[src/rtl/pc_fetch_unit.sv]
// IF-stage PC generator plus IF/ID pipeline register feeding a 1-cycle synchronous-read IMEM.
// Latency: imem_addr is combinational; an instruction reaches ID one edge after its address; redirect costs one bubble.
// Backpressure: stall freezes the PC, the IF/ID register and the redirect counter; the BRAM re-reads pc_q so dout holds.
module pc_fetch_unit #(
    parameter logic [31:0] RESET_PC  = 32'h4000_0000,
    parameter logic [31:0] NOP_INSTR = 32'h0000_0013
) (
    input  logic        clk,
    input  logic        rst,
    input  logic        stall,
    input  logic [1:0]  pc_sel,
    input  logic [31:0] jal_target,
    input  logic [31:0] alu_target,
    output logic [31:0] imem_addr,
    input  logic [31:0] imem_dout,
    output logic [31:0] id_pc,
    output logic [31:0] id_instr,
    output logic        id_valid,
    output logic [31:0] redirect_count
);

    localparam logic [1:0] SEL_JAL  = 2'b01;
    localparam logic [1:0] SEL_JALR = 2'b10;

    // Address whose data is currently on imem_dout.
    logic [31:0] pc_q;
    logic [31:0] pc_next;
    logic        redirect;

    assign redirect = !stall && ((pc_sel == SEL_JAL) || (pc_sel == SEL_JALR));

    always_comb begin
        pc_next = pc_q + 32'd4;
        if (rst) begin
            pc_next = RESET_PC;
        end else if (stall) begin
            pc_next = pc_q;
        end else if (pc_sel == SEL_JAL) begin
            pc_next = jal_target;
        end else if (pc_sel == SEL_JALR) begin
            pc_next = {alu_target[31:1], 1'b0};
        end
    end

    assign imem_addr = pc_next;

    // On redirect the word at pc_q is wrong-path, so ID sees a NOP bubble instead.
    always_ff @(posedge clk) begin
        if (rst) begin
            pc_q           <= RESET_PC;
            id_pc          <= 32'd0;
            id_instr       <= NOP_INSTR;
            id_valid       <= 1'b0;
            redirect_count <= 32'd0;
        end else if (!stall) begin
            pc_q  <= pc_next;
            id_pc <= pc_q;
            if (redirect) begin
                id_instr       <= NOP_INSTR;
                id_valid       <= 1'b0;
                redirect_count <= redirect_count + 32'd1;
            end else begin
                id_instr <= imem_dout;
                id_valid <= 1'b1;
            end
        end
    end

endmodule

[config.mk]
export PLATFORM = sky130hd
export DESIGN_NAME = pc_fetch_unit
export DESIGN_NICKNAME = d
export VERILOG_FILES = /design/src/rtl/pc_fetch_unit.sv
export SDC_FILE = /design/constraint.sdc
export NUM_CORES = 1
export LEC_CHECK = 0
export ABC_AREA = 1
export CAP_MARGIN = 20
export CELL_PAD_IN_SITES_DETAIL_PLACEMENT = 1
export CELL_PAD_IN_SITES_GLOBAL_PLACEMENT = 1
export CORE_UTILIZATION = 39
export DETAILED_ROUTE_END_ITERATION = 10
export DONT_BUFFER_PORTS = 1
export PLACE_DENSITY = 0.76
export SYNTH_ARGS = -nofsm -noshare
export SYNTH_HDL_FRONTEND = slang
export SYNTH_SLANG_ARGS = --single-unit
[constraint.sdc]
create_clock -name clk -period 1.65 [get_ports clk]
set_input_delay 0.33 -clock clk [delete_from_list [all_inputs] [get_ports clk]]
set_output_delay 0.33 -clock clk [all_outputs]
set_load 0.01 [all_outputs]
==> metrics.txt <==
vias in the first global route=8,362; fin area=10,600 sq um; RSZ-0062 raised after global routing=true; first-pass GRT wire length=46.5 mm; Initial Util=0.401; Die Y=133 um; P&R area growth vs syn=59.3%; Worst R2R Path Depth=14; Root Driver=clkbuf_16; Post-Route Skew=12.8 ps; Mapped Area=6670 sq um; # fillers=1,987; slew margin rel.=0.586; CTS Buf Count=17; PortBufs=0; area of placed instances=8000 sq um; antenna diode count=0; Worst-Margin Slew=618 ps; number of cell rows=47; Tcrit/Tclk final=1.50; Syn. warnings=0; FMAX=0.404 GHz; post-synthesis net count=1,127; # setup viols final=75; CTS sink count=129; drt wl/cell=27.7 um; antenna violations before repair=1; placed wire-length estimate=18.5 mm; most frequent cells in the layout=nand2_1, buf_4, nor2_1, dfxtp_1, a21oi_1; RePlAce Congestion=0.881; Ports=230; DRC Markers=0; internal power=6.58 mW; DR vias/cell=6.29; sequential area share after synthesis=0.387; largest net degree at the start of global routing=70; Setup crit end kind=output pin; worst skew pair latency=440 ps; clk buf depth=2; WS Path Type=register to output pin; logic gate share of total power=0.180; Distinct cells, synth=41; H-tree levels=4; die area=17,600 sq um; Iter 0 DRT Violations=681; most common cell after layout, fill and taps aside=nand2_1; Core Footprint=16,600 sq um; Power Dens Cells=894 nW/um^2; Sequential Power Share=0.370; Nets=1,296; pre-CTS setup slack=-339 ps; Hold Path Depth=2; Mean Syn Cell Area=6.53 sq um; switching pwr=2.92 mW; clock network fraction of design power=0.450; final WL=39.5 mm; via count=8,956; total grt overflow=0; clock slew at reported path FFs=70 ps; CTS tree=yes; minimum clock period=2480 ps; die width=133 um; CP Launch Type=register; Worst EP required=1320 ps; DR pass1 iterations=5; Slew Limit Fails=0; largest fanout on the critical path=3; Cells after Synth=1,022; status=finished, violations left; Peak VDD IR=834 uV; max cap viols=0; arrival time at the worst endpoint=2150 ps; worst hold path class=input pin to register; post-route ant nets=0; leakage power=4.10 nW; final hold viol count=0; share of layout cells above drive strength 1=0.446; Setup WS post-layout=-827 ps; Total Routing Usage GR=0.344; Synth Register Bits=129; switching share of power=0.307; failing checks=negative setup slack
[timing repair]
| action | 4_1_cts | 5_1_grt |
|---|---|---|
| setup buffers | 26 | 47 |
| hold endpoints to repair | 60 | 0 |
| pin swaps | 46 | 96 |
| resized for setup | 160 | 248 |
| hold buffers | 1 | 0 |
| setup endpoints to repair | 47 | 76 |
[cell type report]
cell class              instances  area, sq um  share of cell area
clock buffers                  18          439              0.0413
well taps                     220          275              0.0259
multi-input cells             759         4930               0.464
repair buffers                201         1780               0.167
clock inverters                14          203              0.0191
inverters                      83          349              0.0328
flip-flops and latches        129         2660               0.250
[cell usage after synthesis (all sizes together)]
library cell / count / area share
ha: 4 / 0.0075
o211ai: 3 / 0.0034
o21ai: 62 / 0.046
clkbuf: 35 / 0.020
nor2: 154 / 0.092
o221a: 6 / 0.010
inv: 83 / 0.047
buf: 16 / 0.011
o311ai: 1 / 0.0013
nor4: 1 / 0.00094
xor2: 3 / 0.0039
nand2: 277 / 0.16
a311oi: 1 / 0.0013
a31oi: 1 / 0.00094
nor3b: 2 / 0.0039
o22ai: 19 / 0.018
nand4: 7 / 0.0066
a211oi: 2 / 0.0022
and2: 1 / 0.00094
o41ai: 1 / 0.0013
or2: 1 / 0.00094
o21bai: 4 / 0.0045
a21oi: 118 / 0.088
nor3: 8 / 0.0084
a22o: 1 / 0.0013
dfxtp: 129 / 0.39
nand3b: 7 / 0.0079
xnor2: 8 / 0.010
nand3: 60 / 0.046
o221ai: 7 / 0.0092
[final timing paths]
check / start / to / slack [ps]
hold reg to reg: redirect_count[4]$_SDFFE_PP0P_ / redirect_count[4]$_SDFFE_PP0P_ / 500
setup reg to reg: pc_q[3]$_SDFFE_PP0N_ / pc_q[16]$_SDFFE_PP0N_ / -330
hold / removal: imem_dout[1] / id_instr[1]$_SDFFE_PP1N_ / 30
setup / recovery: pc_q[6]$_SDFFE_PP0N_ / imem_addr[29] / -830
[cell families (layout without fill, tap and decap cells)]
group	after synthesis	count (layout)	share of synthesized area
compound gates	226	226	0.188
flops	129	129	0.387
buf+inv	134	316	0.0774
fa+ha+maj	4	4	0.00750
simple gates	518	518	0.325
xor+xnor	11	11	0.0144
[worst max-delay path, cell delays in order, from the launching register on]
cell and delay (ps):
dfxtp_4 390, nand2_4 70, buf_12 130, nor2_4 190, buf_6 160, nand2_4 60
nor2_4 140, buf_6 110, nand3_2 100, nand2_2 90, nand2_2 50, nand2_2 110
a21oi_4 90
[state kept, by name, indices dropped and copies added, names as in the netlist]
name,flops
id_pc,32
id_instr,32
pc_q,32
id_valid,1
redirect_count,32
[power groups by stage]
stage / clock network [mW] / registers (mW) / logic, mW
6_report: 4.28 / 3.52 / 1.71
5_1_grt: 4.42 / 3.52 / 1.77
4_1_cts: 4.20 / 3.47 / 1.29
3_5_place_dp: 0 / 3.52 / 1.04
3_3_place_gp: 0 / 3.52 / 1.01
2_1_floorplan: 0 / 3.49 / 0.649
[layer usage]
| layer | share of wire | GRT usage |
|---|---|---|
| met1 | 0.37 | 0.399 |
| met2 | 0.47 | 0.573 |
| met3 | 0.093 | 0.103 |
| met4 | 0.069 | 0.176 |
| met5 | 0.00030 | 0 |
[per-stage QoR]
| stage | util | setup TNS [ps] | total power [mW] | instances | hold slack (ps) |
|---|---|---|---|---|---|
| 2_1_floorplan | - | -147 | 4.14 | 1022 | 457 |
| 3_3_place_gp | 0.481 | -7230 | 4.53 | 1333 | 404 |
| 3_5_place_dp | 0.481 | -9130 | 4.56 | 1333 | 407 |
| 4_1_cts | 0.566 | -16770 | 8.96 | 1390 | 22.2 |
| 5_1_grt | 0.639 | -28610 | 9.71 | 1424 | 32.8 |
| 6_report | 0.639 | -26150 | 9.50 | 1424 | 31.9 |
No activity file was read; power rests on OpenSTA's default activity.
==> RTL change 1, RTL diff (config.mk and constraints unchanged) <==
Add an input register stage for `jal_target` and `alu_target`; this delays them by one clock. The other inputs are not delayed to match.
--- a/src/rtl/pc_fetch_unit.sv
+++ b/src/rtl/pc_fetch_unit.sv
@@ -22,6 +22,14 @@
     localparam logic [1:0] SEL_JAL  = 2'b01;
     localparam logic [1:0] SEL_JALR = 2'b10;
 
+    logic [31:0] jal_target_q;
+    logic [31:0] alu_target_q;
+
+    always_ff @(posedge clk) begin
+        jal_target_q <= jal_target;
+        alu_target_q <= alu_target;
+    end
+
     // Address whose data is currently on imem_dout.
     logic [31:0] pc_q;
     logic [31:0] pc_next;
@@ -36,9 +44,9 @@
         end else if (stall) begin
             pc_next = pc_q;
         end else if (pc_sel == SEL_JAL) begin
-            pc_next = jal_target;
+            pc_next = jal_target_q;
         end else if (pc_sel == SEL_JALR) begin
-            pc_next = {alu_target[31:1], 1'b0};
+            pc_next = {alu_target_q[31:1], 1'b0};
         end
     end
 
Formal check against the unedited RTL: not equivalent (a bounded check fails within 4 cycles, from zero or initial values and one cycle with rst high).
==> RTL change 1 against the original RTL <==
The run still ends with negative setup slack left; synthesized cell count increased by 5.2%; final area rose by 20%; routed wire length is 14% higher; sequential share of layout area up 6.0 points; sequential cell count increased by 63; count of clock-buffer cells in the layout up 1; final cell count rose by 13%; sequential power rose by 47%; area after synthesis up 19%; core utilization grew 0.81 points; total power grew 22%; setup slack worse by 0.21 ns; via count increased by 9.0%.
==> RTL change 1: results (changes against the original RTL) <==
----------------------------------------------------
[Outcome]
  Run status ... finished, violations left
  Violations in the final reports ... negative setup slack

[Worst setup path]
  Reg2Reg Setup Slack ... -0.90 ns (-0.57 ns)
  RR Endpoint ... pc_q[24]$_SDFFE_PP0N_
  Data arrival time of the worst path ... 2.35 ns (+0.20 ns)
  Worst R2R Path Depth ... 17 (+3)
  Worst R2R Start ... pc_q[10]$_SDFFE_PP0N_

[Layout]
  Post-Layout Inst Area ... 0.0127 mm² (+20%)
  Final-layout fill cell count ... 2249 (+13%)
  Share of cells above drive strength 1 ... 0.402 (-0.0442)

[Timing]
  Worst Tran Pin Value ... 0.848 ns (+0.229 ns)
  Sum of negative setup slack ... -29.16 ns (-3.01 ns)
  Count of endpoints failing setup in the final report ... 56 (-25%)
  Final worst-path setup slack ... -1.03 ns (-0.206 ns)

[Place]
  Routability cong. ... 0.881 (about the same)
  Placement Cell Area ... 0.00947 mm² (+18%)
  DPL Wire Length ... 19700 µm (+6.5%)

[Power]
  Net Switching ... 3.74 mW (+28%)
  Leak Pwr ... 5.12 nW (+25%)

[Yosys]
  Biggest area contributors in the synthesized netlist ... sky130_fd_sc_hd__dfxtp_1, sky130_fd_sc_hd__nand2_1, sky130_fd_sc_hd__a21oi_1
  Number of instances in the synthesized netlist ... 1075 (+5.2%)
  Post-synth net total ... 1180 (+4.7%)

[Drt]
  Number of vias in the routed layout ... 9758 (+9.0%)
  Via-per-instance ratio ... 6.06 (-3.6%)
  WL/cell ... 28.0 µm (+0.93%)

[Global routing]
  Wire length of the first global-routing pass ... 54900 µm (+18%)

----------------------------------------------------
RTL change 1: area by class of cell:
class                      count  share of cell area
antenna                        1            0.000197
clock buffer                  19              0.0356
clock inverter                13              0.0126
inverter                      75              0.0254
multi-input combinational    759               0.388
sequential                   192               0.309
tap                          265              0.0261
timing repair buffer         286               0.203
RTL change 1: metal layers:
| metal | vias up | track usage | routed length, µm |
|---|---|---|---|
| li1 | 4035 | - | - |
| met1 | 4719 | 0.382 | 15200 |
| met2 | 695 | 0.622 | 21800 |
| met3 | 309 | 0.0967 | 3900 |
| met4 | 0 | 0.223 | 4120 |
| met5 | - | 0 | 0 |
RTL change 1: power groups by stage:
stage	logic [mW]	registers (mW)	clock network, mW
after global routing	2.03	5.18	4.60
after CTS	1.48	5.10	4.32
final	1.98	5.17	4.46
after global placement	1.03	5.18	0
after floorplan	0.626	5.14	0
after detailed placement	1.06	5.19	0
RTL change 1: worst max-delay path, cell delays in order, from the launching register on:
cell                       delay, ns
sky130_fd_sc_hd__dfxtp_2        0.42
sky130_fd_sc_hd__nand2_4        0.09
sky130_fd_sc_hd__nor2_2         0.15
sky130_fd_sc_hd__buf_4          0.18
sky130_fd_sc_hd__buf_4          0.18
sky130_fd_sc_hd__nand3_4        0.18
sky130_fd_sc_hd__xnor2_2        0.19
sky130_fd_sc_hd__o21bai_1       0.22
sky130_fd_sc_hd__a21oi_1        0.10
sky130_fd_sc_hd__buf_4          0.17
RTL change 1: logic make-up after synthesis:
kind of cell             synth area share
AND/OR/NAND/NOR                     0.276
AO/OA/AOI/OAI                       0.153
flip-flops                          0.485
buffers and inverters              0.0601
XOR/XNOR                           0.0188
adder cells (fa/ha/maj)           0.00632
RTL change 1: what timing repair did:
item | in CTS | in global routing
pin swaps | 55 | 85
resized for setup | 195 | 225
hold endpoints to repair | 124 | 1
setup buffers | 40 | 29
hold buffers | 64 | 1
setup endpoints to repair | 42 | 67
RTL change 1: how the worst max path moves through the flow:
stage,start,end,slack (ns),cells past startpoint
2_1_floorplan,pc_q[2]$_SDFFE_PP0N_,imem_addr[14],-0.02,9
3_3_place_gp,pc_sel[1],imem_addr[4],-0.30,7
3_5_place_dp,pc_sel[1],imem_addr[4],-0.30,7
4_1_cts,pc_q[3]$_SDFFE_PP0N_,imem_addr[27],-0.66,13
5_1_grt,pc_q[9]$_SDFFE_PP0N_,imem_addr[12],-1.09,9
6_report,pc_q[6]$_SDFFE_PP0N_,imem_addr[12],-1.03,9
RTL change 1: stage by stage:
step	total power, mW	setup WS [ns]
2_1_floorplan	5.77	-0.0190
3_3_place_gp	6.20	-0.305
3_5_place_dp	6.25	-0.298
4_1_cts	10.9	-0.663
5_1_grt	11.8	-1.09
6_report	11.6	-1.03
==> RTL change 2, RTL diff (same settings) <==
Without the edit above. `RESET_PC`: 32'h4000_0000 -> 32'h30000000.
--- a/src/rtl/pc_fetch_unit.sv
+++ b/src/rtl/pc_fetch_unit.sv
@@ -2,7 +2,7 @@
 // Latency: imem_addr is combinational; an instruction reaches ID one edge after its address; redirect costs one bubble.
 // Backpressure: stall freezes the PC, the IF/ID register and the redirect counter; the BRAM re-reads pc_q so dout holds.
 module pc_fetch_unit #(
-    parameter logic [31:0] RESET_PC  = 32'h4000_0000,
+    parameter logic [31:0] RESET_PC  = 32'h30000000,
     parameter logic [31:0] NOP_INSTR = 32'h0000_0013
 ) (
     input  logic        clk,
Function: changed (Yosys sat finds a counterexample within 4 cycles, from zero or initial values and one cycle with rst high).
==> RTL change 2 against the original RTL <==
The run still ends with negative setup slack left; non-clock buffer count down 21; area after synthesis barely moved; sequential cell count is the same; sequential share of layout area increased by 1.8 points; routed wire length down 22%; hold slack worse by 0.011 ns; global-route usage shrank 3.6 points; final area down 6.3%; total power down 5.5%; setup slack got worse by 0.17 ns; critical path type unchanged; highest routed layer is now met4.
==> RTL change 2: results (changes against the original RTL) <==
----------------------------------------------------
[Timing]
  Worst Hold Margin ... 0.0210 ns (-0.0108 ns)
  Count of endpoints failing setup in the final report ... 47 (-37%)
  Final worst-path setup slack ... -1.00 ns (-0.174 ns)
  Max Clock Skew ... 0.0174 ns (+0.00458 ns)
  Sum of negative setup slack ... -20.72 ns (+5.43 ns)
  Tightest slew margin relative to the limit ... 0.628 (+0.0413)

[Drt]
  Total iterations of the first detailed-routing run ... 5 (unchanged)
  Routed wire length on met3 ... 2490 µm (-33%)
  Metal2 WL ... 15000 µm (-19%)
  Via-per-instance ratio ... 5.70 (-9.3%)
  Iteration-0 DRC count of the detailed router ... 476 (-30%)
  Top Layer Used ... met4
  Final Routed Wirelength ... 30900 µm (-22%)
  Detailed-route wire length on metal 1 ... 12500 µm (-14%)

[Layout]
  Final nets ... 1279 (-1.3%)
  Number of antenna repair diodes ... 0 (unchanged)
  Share of cells above drive strength 1 ... 0.378 (-0.0677)

[Worst setup path]
  Data arrival time of the worst path ... 2.32 ns (+0.17 ns)
  Reg2Reg Setup Slack ... -0.23 ns (+0.10 ns)
  Worst stage delay on the critical path ... 0.41 ns (+0.02 ns)
  Source of the critical timing path ... pc_q[3]$_SDFFE_PP0N_
  Worst R2R Path Depth ... 11 (-3)
  RR Endpoint ... pc_q[23]$_SDFFE_PP0N_
  Maximum fanout along the worst path ... 5 (+2)
  Library cell contributing the largest single delay on the critical path ... sky130_fd_sc_hd__dfxtp_4

[Floorplan]
  Initial core utilization ... 0.401 (about the same)

[CTS]
  Clock root cell ... sky130_fd_sc_hd__clkbuf_16
  Maximum number of buffers from clock root to sink ... 2 (unchanged)

[Worst hold path]
  Worst min-delay path startpoint ... imem_dout[4]
  Sink of the worst hold path ... id_instr[4]$_SDFFE_PP1N_

[Global routing]
  Number of antenna violations at the first check in global routing ... 1 (unchanged)
  Vias in the first global route ... 7736 (-7.5%)
  Pin count of the biggest net entering global routing ... 71 (+1.4%)
  Wire length of the first global-routing pass ... 42300 µm (-9.0%)
  Overall track demand over capacity in global routing ... 0.308 (-0.0361)

[Yosys]
  Count of unique library cells instantiated by Yosys ... 39 (-4.9%)
  Fraction of synthesis flops using an asynchronous set or reset pin ... 0 (unchanged)
  Sequential-to-total area share from yosys stat ... 0.387 (about the same)
  Biggest area contributors in the synthesized netlist ... sky130_fd_sc_hd__dfxtp_1, sky130_fd_sc_hd__nand2_1, sky130_fd_sc_hd__a21oi_1
  List of most frequent post-synthesis cells ... sky130_fd_sc_hd__nand2_1, sky130_fd_sc_hd__nor2_1, sky130_fd_sc_hd__dfxtp_1
  Most used DFF post-synth ... sky130_fd_sc_hd__dfxtp_1
  Post-synth net total ... 1130 (+0.27%)

[Power]
  Leak Pwr ... 3.99 nW (-2.6%)
  Max IR drop VDD ... 785 µV (-5.9%)

[Outcome]
  Violations in the final reports ... negative setup slack
  Run status ... finished, violations left

[Place]
  DPL Wire Length ... 18600 µm (+0.82%)
  Routability cong. ... 0.860 (-2.3%)

----------------------------------------------------
==> RTL change 2: cell count changes after synthesis, sizes merged, moves of 3 or more <==
cell and delta:
o21ai -4, nand2 +18, inv -7, nor3 +3
a21oi -6, nand3b +5
==> RTL change 2: repair_timing <==
item	4_1_cts	5_1_grt
setup endpoints to repair	46	66
pin swaps	52	51
gates cloned	0	0
buffers inserted	15	19
hold endpoints to repair	64	0
resized for setup	172	138
hold buffers	1	0
==> RTL change 2: worst max-delay path: cells and delay by family, from the launching register on <==
kind / cells / cell delay (ns)
AOI/OAI and AO/OA: 1 / 0.16
buffers and inverters: 1 / 0.15
DFF: 1 / 0.41
and+or+nand+nor: 9 / 1.20
==> RTL change 2: kinds of logic (layout without fill, tap and decap cells) <==
kind of cell	after synthesis	count (layout)	share of synthesized area
xor+xnor	11	11	0.0144
simple gates	540	540	0.338
compound gates	215	215	0.180
fa+ha+maj	4	4	0.00750
flops	129	129	0.387
buf+inv	126	288	0.0733
==> RTL change 2: per-layer routing <==
metal  track usage  up-vias
met1         0.394     3919
met3        0.0847       75
li1              -     3680
met2         0.500      351
met4         0.100        0
met5             0        -
==> RTL change 2: cell type report <==
| cell class | count | area, µm² |
|---|---|---|
| timing repair buffer | 180 | 1480 |
| fill | 2068 | 6680 |
| tap | 220 | 275 |
| sequential | 129 | 2670 |
| clock inverter | 15 | 195 |
| inverter | 76 | 318 |
| clock buffer | 17 | 425 |
| multi-input combinational | 770 | 4610 |
==> RTL change 2: power by group <==
group	internal, mW	switching (mW)
logic	0.586	0.813
clock network	2.42	1.66
registers	3.28	0.220
==> RTL change 2: worst max-delay path by stage <==
stage | slack, ns | endpoint | cells after the start
detailed placement | -0.30 | imem_addr[18] | 10
global placement | -0.25 | imem_addr[20] | 10
finish | -1.00 | imem_addr[27] | 11
floorplan | -0.05 | redirect_count[24]$_SDFFE_PP0P_ | 10
global route | -1.12 | imem_addr[27] | 11
CTS | -0.61 | imem_addr[18] | 10
==> RTL change 2: stage by stage <==
step,total power [mW],worst slack (ns),cells,instance area [µm²]
6_report,8.98,-1.00,1407,9960
5_1_grt,9.27,-1.12,1407,9960
3_5_place_dp,4.57,-0.305,1345,8030
4_1_cts,8.81,-0.607,1391,9330
3_3_place_gp,4.53,-0.250,1345,8030
2_1_floorplan,4.15,-0.0548,1025,6830
